### src/rtl/serial_pattern_tx.sv
// Serial pattern transmitter: latches a word and shifts it out MSB-first,
// repeating for a programmable number of passes with a one-cycle gap.
// Ports: clk, reset (sync, active-high), start, abort, pattern[WIDTH],
//        repeat_n[CNT_W] in; X, valid, busy, done, Q[2] out (all registered).
module serial_pattern_tx #(
  parameter int WIDTH = 8,
  parameter int CNT_W = 4
) (
  input  logic             clk,
  input  logic             reset,
  input  logic             start,
  input  logic             abort,
  input  logic [WIDTH-1:0] pattern,
  input  logic [CNT_W-1:0] repeat_n,
  output logic             X,
  output logic             valid,
  output logic             busy,
  output logic             done,
  output logic [1:0]       Q
);

  typedef enum logic [1:0] {
    IDLE  = 2'd0,
    SHIFT = 2'd1,
    GAP   = 2'd2,
    DONE  = 2'd3
  } state_e;

  localparam int BW = $clog2(WIDTH);
  localparam logic [BW-1:0] LAST = BW'(WIDTH - 1);

  state_e state_q, state_d;
  logic [WIDTH-1:0] sr_q, sr_d;
  logic [WIDTH-1:0] hold_q, hold_d;
  logic [BW-1:0]    bit_q, bit_d;
  logic [CNT_W-1:0] pass_q, pass_d;
  logic x_q, x_d;
  logic valid_q, valid_d;
  logic busy_q, busy_d;
  logic done_q, done_d;

  always_ff @(posedge clk) begin
    if (reset) begin
      state_q <= IDLE;
      sr_q    <= '0;
      hold_q  <= '0;
      bit_q   <= '0;
      pass_q  <= '0;
      x_q     <= 1'b0;
      valid_q <= 1'b0;
      busy_q  <= 1'b0;
      done_q  <= 1'b0;
    end else begin
      state_q <= state_d;
      sr_q    <= sr_d;
      hold_q  <= hold_d;
      bit_q   <= bit_d;
      pass_q  <= pass_d;
      x_q     <= x_d;
      valid_q <= valid_d;
      busy_q  <= busy_d;
      done_q  <= done_d;
    end
  end

  always_comb begin
    state_d = state_q;
    sr_d    = sr_q;
    hold_d  = hold_q;
    bit_d   = bit_q;
    pass_d  = pass_q;
    x_d     = 1'b0;
    valid_d = 1'b0;
    busy_d  = 1'b0;
    done_d  = 1'b0;
    unique case (state_q)
      IDLE: begin
        if (start) begin
          state_d = SHIFT;
          sr_d    = pattern;
          hold_d  = pattern;
          bit_d   = '0;
          pass_d  = (repeat_n == '0) ? CNT_W'(1) : repeat_n;
          x_d     = pattern[WIDTH-1];
          valid_d = 1'b1;
          busy_d  = 1'b1;
        end
      end
      SHIFT: begin
        if (abort) begin
          state_d = IDLE;
        end else if (bit_q == LAST) begin
          if (pass_q > CNT_W'(1)) begin
            state_d = GAP;
            pass_d  = pass_q - 1'b1;
            busy_d  = 1'b1;
          end else begin
            state_d = DONE;
            done_d  = 1'b1;
          end
        end else begin
          // rotate rather than shift so every register bit stays in use;
          // the wrapped bit is never presented
          sr_d    = {sr_q[WIDTH-2:0], sr_q[WIDTH-1]};
          bit_d   = bit_q + 1'b1;
          x_d     = sr_q[WIDTH-2];
          valid_d = 1'b1;
          busy_d  = 1'b1;
        end
      end
      GAP: begin
        if (abort) begin
          state_d = IDLE;
        end else begin
          state_d = SHIFT;
          sr_d    = hold_q;
          bit_d   = '0;
          x_d     = hold_q[WIDTH-1];
          valid_d = 1'b1;
          busy_d  = 1'b1;
        end
      end
      DONE: begin
        state_d = IDLE;
      end
      default: begin
        state_d = IDLE;
      end
    endcase
  end

  assign X     = x_q;
  assign valid = valid_q;
  assign busy  = busy_q;
  assign done  = done_q;
  assign Q     = state_q;

endmodule
### config.mk
export PLATFORM = sky130hd
export DESIGN_NAME = serial_pattern_tx
export DESIGN_NICKNAME = d
export VERILOG_FILES = /design/src/rtl/serial_pattern_tx.sv
export SDC_FILE = /design/constraint.sdc
export NUM_CORES = 1
export LEC_CHECK = 0
export CAP_MARGIN = 30
export CORE_UTILIZATION = 44
export CTS_CLUSTER_DIAMETER = 150
export DETAILED_ROUTE_END_ITERATION = 8
export PLACE_DENSITY = 0.79
export SYNTH_ARGS = -nofsm -noshare
export SYNTH_HDL_FRONTEND = slang
export SYNTH_SLANG_ARGS = --single-unit
### constraint.sdc
create_clock -name clk -period 1.9 [get_ports clk]
set_clock_uncertainty 0.05 [all_clocks]
set_input_delay 0.57 -clock clk [delete_from_list [all_inputs] [get_ports clk]]
set_output_delay 0.57 -clock clk [all_outputs]
set_load 0.005 [all_outputs]
### Yosys cells after proc, flatten, opt, wreduce, memory -nomap -nowiden

Cells that the tools add are included.

* bits in registers: 29
* word-level logic and storage cells: 71

* magnitude comparators: 1
* reduce and logical (&&, ||, !) cells: 9
* bitwise operators: 2
* add/subtract/negate cells: 2
* mux-type cells: 37
* equality and inequality tests: 11

Operators with widths (number)
* 8-bit two-way mux: 4
* 8-bit case mux with 3 select lines: 1
* 4-bit two-way mux: 5
* 1-bit two-way mux: 14
* 3-bit two-way mux: 4
* 2-bit != test (second input constant): 6
* 5-bit AND reduction: 2
* 1-bit case mux with 3 select lines: 3
* 3-bit case mux with 3 select lines: 1
* 2-bit case mux with 4 select lines: 1
* 4-bit case mux with 2 select lines: 1
* 2-bit two-way mux: 3
* 2-bit equality test (second input constant): 2
* 4-bit by 1-bit greater-than comparator with 1-bit output (second input constant): 1
* 4-bit logical NOT: 1
* 2-bit AND reduction: 2
* 4-bit OR reduction: 1
* 4-bit by 1-bit subtractor with 4-bit output (second input constant): 1
* 3-bit by 1-bit adder with 3-bit output (second input constant): 1
* 3-bit equality test (second input constant): 1
* 3-bit != test (second input constant): 1
* 3-bit nonzero test: 1
* 2-bit by 1-bit equality test with 1-bit output (second input constant): 1
* 2-bit logical NOT: 1
* 2 further kinds: 3

### Depth between registers and ports, before layout

* word-level depth: 5
* gate-level depth with buffers: 8
* depth with buffers taken out: 6

### Least setup slack after synthesis

OpenSTA, ideal clock, no wires.

* path kind: reg-to-reg
* from: register state_q[0], in the netlist Q[0]
* to: register sr_q[5]
* setup slack: 249 ps
* setup time: 66 ps
* stages on the path, launching flop included: 8
* path buffers: 2
* required time: 1784 ps
* period minus slack after synthesis: 1651 ps
* arrival: 1534 ps
* path through: dfxtp_1 > inv_1 > ha_1 > clkbuf_1 > buf_2 > nor2_1 > a211o_1 > a21oi_2

* cells in the longest elaborated chain, start to end: 3
* elaborated cells on any way between the ends: 10
* classes of those cells: eq/ne (6); mux (1); reduce/logical (3)

Ends and longest elaborated chain
* start: declaration: RTL line 32 `state_e state_q, state_d;`
* start signal: assignment: RTL line 54 `state_q <= state_d;`
* 2-bit by 1-bit equality test with 1-bit output (tied with other cells): RTL line 76 `unique case (state_q)`
* 2-bit != test (no source line) or 3-bit nonzero test (tied branches)
* 5-bit AND reduction (no source line)
* end signal: assignment: RTL line 55 `sr_q <= sr_d;`
* end: declaration: RTL line 33 `logic [WIDTH-1:0] sr_q, sr_d;`

Parallel ways exist; a longest one is shown, timed or not.
A chain may end at the register's enable or synchronous reset.

### Final worst setup path

* from: register state_q[1], in the netlist Q[1]
* to: output Q[1]

RTL lines
* end: declaration: RTL line 19 `output logic [1:0] Q`

No word-level cell between the ends.

==> out/metrics.yaml <==
syn_inst: 180
grt_pass1_vias: 1343
crit_path_top_delay_cell: "clkdlybuf4s50_1"
synth_edf_count: 0
die_h_um: 61.14
whs_ns: 0.4081
fin_crit_sh: 0.9589
vias_per_cell: 5.269
netlist_area_um2: 1539
yosysWarnings: 0
start_util: 0.4612
cp-start-kind: "flip-flop"
die_width_um: 61.14
gp_congestion: 0.7936
critPathCaptureType: "primary output"
drt_iter0_markers: 50
num_rows: 21
arrival_ns: 1.20
yosysSeqAreaShare: 0.3772
avgSynthCellArea_um2: 8.550
clock_path_buffers: 2
synth-main-ff-cell: "dfxtp_1"
drt-pass1-iter-count: 4
portBuffers: 21
synth.net_count: 204
grtUsageMet3: 0.04622
slew_headroom: 0.6643
grt_pass1_wl_um: 5478
clockRootBuffer: "clkbuf_4"
ys_ff_latch: 29
use_met2: 0.3680
hold_violations: 0
async_reset_ff_frac: 0
setup_viol: 0
final_nets: 241
dieArea_um2: 3738
fin_crit_ns: 1.822
path_clk_slew_ns: 0.09
cts_tree: "yes"
required_ns: 1.28
numCtsBuffers: 5
ant_nets: 0
n_fill_cell: 322
grt_overflow: 0
dr_total_vias: 1391
wire_per_inst_um: 12.55
clock_sinks: 29
cp_max_fo: 5
core-area_um2: 3337
post-route-util: 0.5909
use_met1: 0.2147
maxSlewViolCount: 0
cp_cell_sequence: "clkdlybuf4s50_1"
status: "finished clean"
antenna_cells: 0
routed_wl_um: 3314
min_path_type: "reg -> reg"
pin_count: 22
grt_max_degree: 20
hpwl_um: 2408
crit_buf_inv: 1
peakVddDrop_mv: 0.4753
syn2layout_area_growth_pct: 28.13
cp_top_family: "buffers and inverters"
fmax_ghz: 0.5489
clock_latency_ns: 0.32
slowest_delay_ns: 0.51
htree_levels: 2
power_leakage_nw: 0.7668
finalPower_mw: 1.682
top_usage_layer: "met2"
antenna_found_initial: 0
post-route-drc-count: 0
drive_gt1_frac: 0.2156
maxCapViolations: 0
powerDensity_nw_per_um2: 852.8
worstSetupPathType: "reg -> out"
grtUsageTotal: 0.2012
grt_setup_unrepaired: "false"
ys_types: 38
worst_pin_slew_ns: 0.5035
-- where the power goes --
group          total (mW)  internal (mW)  switching [mW]
clock               0.427          0.214           0.212
sequential          0.719          0.675          0.0433
combinational       0.536          0.256           0.280
total                1.68           1.15           0.536
-- cells by family after synthesis --
kind of cell,count (synthesis),synth area share
mux,2,0.01301
buf+inv,16,0.05691
fa+ha+maj,8,0.06504
xor+xnor,1,0.005692
flops,29,0.3772
compound gates,54,0.2569
simple gates,70,0.2252
-- synth_stat cells (3+ instances only) --
cell type / number / share of area
inv_1: 6 / 0.015
o21ai_1: 3 / 0.0098
a21oi_2: 7 / 0.040
dfxtp_1: 29 / 0.38
a31oi_1: 3 / 0.012
ha_1: 8 / 0.065
nand2b_1: 8 / 0.033
a21oi_1: 11 / 0.036
buf_2: 4 / 0.013
nand2_2: 7 / 0.028
a22oi_1: 9 / 0.044
a211o_1: 9 / 0.051
nand2_1: 21 / 0.051
nor2_1: 20 / 0.049
a211oi_1: 3 / 0.015
nor3_1: 6 / 0.020
-- layout make-up --
cell class	count	area, um^2	share of cell area
sequential	29	583.1	0.2957
clock buffer	7	65.06	0.03299
inverter	6	22.52	0.01142
timing repair buffer	40	367.9	0.1865
multi-input combinational	135	870.8	0.4416
clock inverter	1	5.005	0.002538
tap	46	57.56	0.02919
-- sequential cells by signal (all words and copies together), names as in the netlist --
signal / count
bit_q: 3
done: 1
pass_q: 4
hold_q: 8
Q: 2
busy: 1
sr_q: 8
X: 1
valid: 1
-- worst paths after layout --
path	startpoint	to	slack, ns	depth (start not counted)
worst max register to register	Q[0]	sr_q[1]	0.12	7
worst min-delay path	hold_q[1]	hold_q[1]	0.41	2
worst min register to register	hold_q[1]	hold_q[1]	0.41	2
worst max-delay path	Q[1]	Q[1]	0.08	1
-- metrics by stage --
| step | cells | instance area [um^2] | worst slack, ns | setup TNS (ns) |
|---|---|---|---|---|
| after floorplan | 180 | 1539 | 0.2495 | 0 |
| after global placement | 256 | 1897 | -0.1919 | -1.986 |
| after global routing | 264 | 1972 | 0.01162 | 0 |
| final | 264 | 1972 | 0.07818 | 0 |
| after CTS | 264 | 1968 | 0.003585 | 0 |
| after detailed placement | 256 | 1897 | -0.2400 | -2.564 |
-- cells in the final DEF (no fill, tap or decap), types with 3 or more instances in the layout --
cell type         n
nor3_1            6
a21oi_2           7
nand2_2           7
nand2_1          21
clkbuf_4          5
nand2b_1          8
o21ai_1           3
a31oi_1           3
inv_1             6
a211o_1           9
a22oi_1           9
ha_1              8
a21oi_1          11
clkdlybuf4s50_1  20
a211oi_1          3
dfxtp_1          27
buf_4            18
nor2_1           20
-- what timing repair did --
item	in CTS	in global routing
resized for setup	1	2
setup endpoints to repair	1	1
hold buffers	0	0
buffers inserted	0	0
pin swaps	0	0
-- worst min-delay path: stages (launching register included) --
cell	delay, ns
dfxtp_1	0.32
nand2_1	0.05
a21oi_1	0.05
-- routing by layer --
| layer | vias up | wire [um] |
|---|---|---|
| met1 | 648 | 1490 |
| li1 | 708 | - |
| met5 | - | 0 |
| met3 | 4 | 125 |
| met4 | 0 | 31 |
| met2 | 31 | 1667 |
Power figures use the tool's default switching activity.
